===== src/rtl/vga_rect_ctrl.sv =====
// vga_rect_ctrl: shadow/active rectangle overlay; shadow set is committed to
// the active set at a vblank rising edge so a visible frame never tears.
module vga_rect_ctrl #(
  parameter int NRECT = 4,
  parameter int CW = 4,
  localparam int IW = NRECT > 1 ? $clog2(NRECT) : 1
) (
  input  logic          CLK,
  input  logic          RST_N,
  input  logic [9:0]    x,
  input  logic [9:0]    y,
  input  logic          de,
  input  logic          vblank,
  input  logic          wr_valid,
  output logic          wr_ready,
  input  logic [IW-1:0] wr_idx,
  input  logic [2:0]    wr_field,
  input  logic [3*CW-1:0] wr_data,
  input  logic          commit_req,
  output logic          commit_done,
  output logic          busy,
  output logic [CW-1:0] RED,
  output logic [CW-1:0] GREEN,
  output logic [CW-1:0] BLUE
);
  typedef enum logic [1:0] {IDLE, PENDING, COPY} state_t;
  typedef struct packed {
    logic en;
    logic [3*CW-1:0] col;
    logic [9:0] y1, y0, x1, x0;
  } desc_t;

  state_t state_q, state_d;
  desc_t shadow_q [NRECT];
  desc_t shadow_d [NRECT];
  desc_t active_q [NRECT];
  desc_t active_d [NRECT];
  logic [IW-1:0] cnt_q, cnt_d;
  logic vb_q, done_q, done_d;
  logic [3*CW-1:0] rgb_q, rgb_d, win;

  assign wr_ready = state_q == IDLE;
  assign busy = state_q != IDLE;
  assign commit_done = done_q;
  assign {RED, GREEN, BLUE} = rgb_q;

  always_comb begin
    shadow_d = shadow_q;
    active_d = active_q;
    state_d = state_q;
    cnt_d = cnt_q;
    done_d = 1'b0;
    win = '0;
    if (wr_valid && wr_ready && 32'(wr_idx) < NRECT)
      case (wr_field)
        3'd0: shadow_d[wr_idx].x0 = wr_data[9:0];
        3'd1: shadow_d[wr_idx].x1 = wr_data[9:0];
        3'd2: shadow_d[wr_idx].y0 = wr_data[9:0];
        3'd3: shadow_d[wr_idx].y1 = wr_data[9:0];
        3'd4: shadow_d[wr_idx].col = wr_data;
        3'd5: shadow_d[wr_idx].en = wr_data[0];
        default: ;
      endcase
    case (state_q)
      IDLE: state_d = commit_req ? PENDING : IDLE;
      PENDING: begin
        state_d = vblank && !vb_q ? COPY : PENDING;
        cnt_d = '0;
      end
      COPY: begin
        active_d[cnt_q] = shadow_q[cnt_q];
        cnt_d = cnt_q + 1'b1;
        done_d = cnt_q == IW'(NRECT - 1);
        state_d = done_d ? IDLE : COPY;
      end
      default: state_d = IDLE;
    endcase
    // descending scan so the lowest-index hit is the last one written
    for (int i = NRECT - 1; i >= 0; i--)
      if (active_q[i].en && x >= active_q[i].x0 && x < active_q[i].x1 &&
          y >= active_q[i].y0 && y < active_q[i].y1)
        win = active_q[i].col;
    rgb_d = de ? win : '0;
  end

  always_ff @(posedge CLK) begin
    if (!RST_N) begin
      state_q <= IDLE;
      shadow_q <= '{default: '0};
      active_q <= '{default: '0};
      cnt_q <= '0;
      vb_q <= 1'b0;
      done_q <= 1'b0;
      rgb_q <= '0;
    end else begin
      state_q <= state_d;
      shadow_q <= shadow_d;
      active_q <= active_d;
      cnt_q <= cnt_d;
      vb_q <= vblank;
      done_q <= done_d;
      rgb_q <= rgb_d;
    end
  end
endmodule

===== config.mk =====
export PLATFORM = sky130hd
export DESIGN_NAME = vga_rect_ctrl
export DESIGN_NICKNAME = d
export VERILOG_FILES = /design/src/rtl/vga_rect_ctrl.sv
export SDC_FILE = /design/constraint.sdc
export NUM_CORES = 1
export LEC_CHECK = 0
export ABC_AREA = 1
export BUFFER_PORTS_ARGS = -buffer_cell sky130_fd_sc_hd__clkbuf_2
export CAP_MARGIN = 25
export CELL_PAD_IN_SITES_DETAIL_PLACEMENT = 1
export CELL_PAD_IN_SITES_GLOBAL_PLACEMENT = 1
export CORE_UTILIZATION = 35
export CTS_CLUSTER_SIZE = 40
export DETAILED_ROUTE_END_ITERATION = 12
export PLACE_DENSITY_LB_ADDON = 0.1
export SLEW_MARGIN = 20
export SYNTH_ARGS = -nofsm -noshare
export SYNTH_HDL_FRONTEND = slang
export SYNTH_SLANG_ARGS = --single-unit

===== constraint.sdc =====
create_clock -name CLK -period 2.01 [get_ports CLK]
set_input_delay 0.1005 -clock CLK [delete_from_list [all_inputs] [get_ports CLK]]
set_output_delay 0.1005 -clock CLK [all_outputs]
set_load 0.1 [all_outputs]

==> qor.yml <==
outcome: "complete, but fails checks"
violations: "negative setup slack"
rr_startpoint: "active_q[166]"
die_w_um: 252
insertion_delay_ns: 0.61
drc: 0
reg2reg_slack_ns: -0.25
crit_path_start_kind: "flop"
drive_gt1_frac: 0.1634
synth_common_cells: "a21oi_1, dfxtp_1, o21ai_0"
wire_per_inst_um: 21.58
grt_usage: 0.2615
setup_viol: 12
synth_compound_area_frac: 0.2844
rsz0062_at_grt: "true"
drtAntennaViolNets: 0
cp_common_cell: "inv_1"
grt_pass1_vias: 21806
drt-total-wl_um: 83680
cts_root_buf: "clkbuf_16"
dr_total_vias: 21173
n_antenna_cell: 0
cts.path.max_buffers: 3
required_ns: 2.52
powerDensity_nw_per_um2: 766.5
yosysSeqAreaShare: 0.4045
tns_ns: -2.491
die_area_um2: 63500
synthMostInstantiatedCell: "a21oi_1"
synth_nets: 3086
slew_headroom: 0.5911
hold_start: "wr_field[0]"
crit_slowest_cell: "dfxtp_2"
fmax_mhz: 442.4
synth_top_area_share: 0.4045
async_reset_ff_frac: 0
min_path_type: "input pin to flop"
synthMuxAreaShare: 0
clk_pin_slew_ns: 0.06
n_fill_cell: 7451
synth_area_leaders: "dfxtp_1, a21oi_1, ha_1, o21ai_0, nand2_1"
final_util: 0.4372
min_period_over_period: 1.125
stdcell_count: 3878
crit_fanout: 6
synth_seq_cells: 442
yosysUniqueCellTypes: 42
synthXorXnorAreaFrac: 0
first_iter_violations: 1164
max_cap_violations: 0
antenna_found_initial: 0
grt_pass1_wl_um: 129100
grt_max_degree: 120
synth_top_family_by_area: "compound AO/OA/AOI/OAI gates"
floorplan.initialDensity: 0.3545
avgSynthCellArea_um2: 7.587
synth-adder-area-share: 0.09152
ioPinCount: 58
syn_to_final_growth_pct: 23.35
die_height_um: 252
regArea_um2: 8886
cts_buffers: 53
layout_setup_ws_ns: -0.2503
yosys_warnings: 0
cts.sinks: 442
holdPathStages: 4
grt_overflow_total: 0
first_pass_iters: 5
cp-end-kind: "flop"
cts_tree: "done"
multiInputGateArea_um2: 11680
clock_skew_ns: 0.01419
slew_violations: 0
syn_area_um2: 21870
hold_viol_final: 0
synth_edf_count: 0
syn_inst: 2883
rows: 91
yosys.area.top_type: "dfxtp_1"
coreArea_um2: 61710
reg2reg_to: "rgb_q[4]"
r2r_cells: 15
synth_ff_type: "dfxtp_1"
io_buffer_count: 57
dp_hpwl_um: 56900
post-route-min-period_ns: 2.260
max_stage_delay_ns: 0.33
worstMarginPinSlew_ns: 0.6134
gp_congestion: 0.8199
avgViaCountPerCell: 5.460
final_nets: 3207
worstSetupPathType: "flop to flop"
cp_data_arrival_time_ns: 2.77
ir_worst_vdd_mv: 0.5572
h-tree-depth: 2
holdPathEnd: "shadow_q[146]"
yosys.area_share.simple: 0.1293
path_cells: "inv_2, ha_4, nand2_4, nor2_4, o211ai_1, nand4_1, nand2_2, nor3_4, buf_6, nand2_8, buf_12, o21ai_2, inv_1, nand2_1, inv_1"
dp_cells: 3760
total_leakage_power_nw: 10.12
-- critical path: cells and delay by family, from the launching register on --
kind | cells | cell delay [ns]
AO/OA/AOI/OAI | 2 | 0.23
adder cells (fa/ha/maj) | 1 | 0.27
buffers and inverters | 5 | 0.49
flip-flops | 1 | 0.33
AND/OR/NAND/NOR | 7 | 0.83
-- kinds of logic (layout without fill, tap and decap cells) --
logic type / Yosys count / count (layout)
adders and majority gates: 160 / 160
AOI/OAI and AO/OA: 1087 / 1087
buffers and inverters: 503 / 661
DFF: 442 / 442
and+or+nand+nor: 691 / 691
-- routing by layer --
layer,up-vias,part of all wire,GRT usage
li1,10213,-,-
met1,10516,0.46,0.3360
met2,323,0.48,0.4559
met3,121,0.028,0.02538
met4,0,0.029,0.08831
met5,-,0,0
-- cell type report --
cell class / count / area share
multi-input combinational: 1938 / 0.4328
tap: 837 / 0.03881
clock buffer: 79 / 0.05880
sequential: 442 / 0.3293
clock inverter: 13 / 0.004405
timing repair buffer: 263 / 0.09297
inverter: 306 / 0.04285
-- registers in the layout (all words and copies together) (netlist names) --
name,flops
cnt_q,2
vb_q,1
shadow_q,212
rgb_q,12
active_q,212
commit_done,1
state_q,2
-- placed cells by master, fill, tap and decap left out, types with 39 or more instances in the layout --
cell / instances
nand2_1: 346
inv_1: 278
clkbuf_2: 56
clkbuf_16: 56
buf_4: 134
o21ai_0: 371
a211oi_1: 61
nand3_1: 42
buf_12: 43
dfxtp_1: 414
o2111ai_1: 39
a21oi_1: 455
ha_1: 139
nor2_1: 204
-- worst max-delay path by stage --
stage / startpoint / endpoint / slack (ns) / cells after the start
finish: active_q[166] / rgb_q[4] / -0.25 / 15
global placement: active_q[111] / rgb_q[9] / -0.50 / 16
global route: active_q[8] / rgb_q[4] / -0.35 / 15
detailed placement: active_q[111] / rgb_q[4] / -0.51 / 16
floorplan: cnt_q[0] / active_q[55] / 0.005 / 9
CTS: active_q[166] / rgb_q[4] / -0.19 / 15
-- repair_timing --
| action | CTS | global route |
|---|---|---|
| endpoints found under the hold margin | 71 | 0 |
| endpoints found under the setup margin | 100 | 106 |
| cloned | 3 | 3 |
| resized for setup | 117 | 59 |
| pin swaps | 28 | 30 |
| buffers inserted | 2 | 4 |
| hold buffers | 16 | 0 |
-- report_power, final --
group	switching, mW	leakage [nW]	internal (mW)
registers	0.0591	3.58	8.87
clock network	3.99	0.850	5.66
logic	1.37	5.69	0.741
-- through the flow --
| step | setup slack [ns] | hold slack (ns) | area, um^2 | total power [mW] |
|---|---|---|---|---|
| after global routing | -0.3518 | 0.04846 | 26980 | 21.46 |
| final | -0.2503 | 0.02837 | 26980 | 20.68 |
| after floorplan | 0.005136 | 0.1940 | 21890 | 10.13 |
| after detailed placement | -0.5113 | 0.3724 | 24300 | 11.02 |
| after global placement | -0.4995 | 0.3463 | 24300 | 10.97 |
| after CTS | -0.1936 | 0.04241 | 26670 | 20.86 |
No activity file was read; power rests on OpenSTA's default activity.
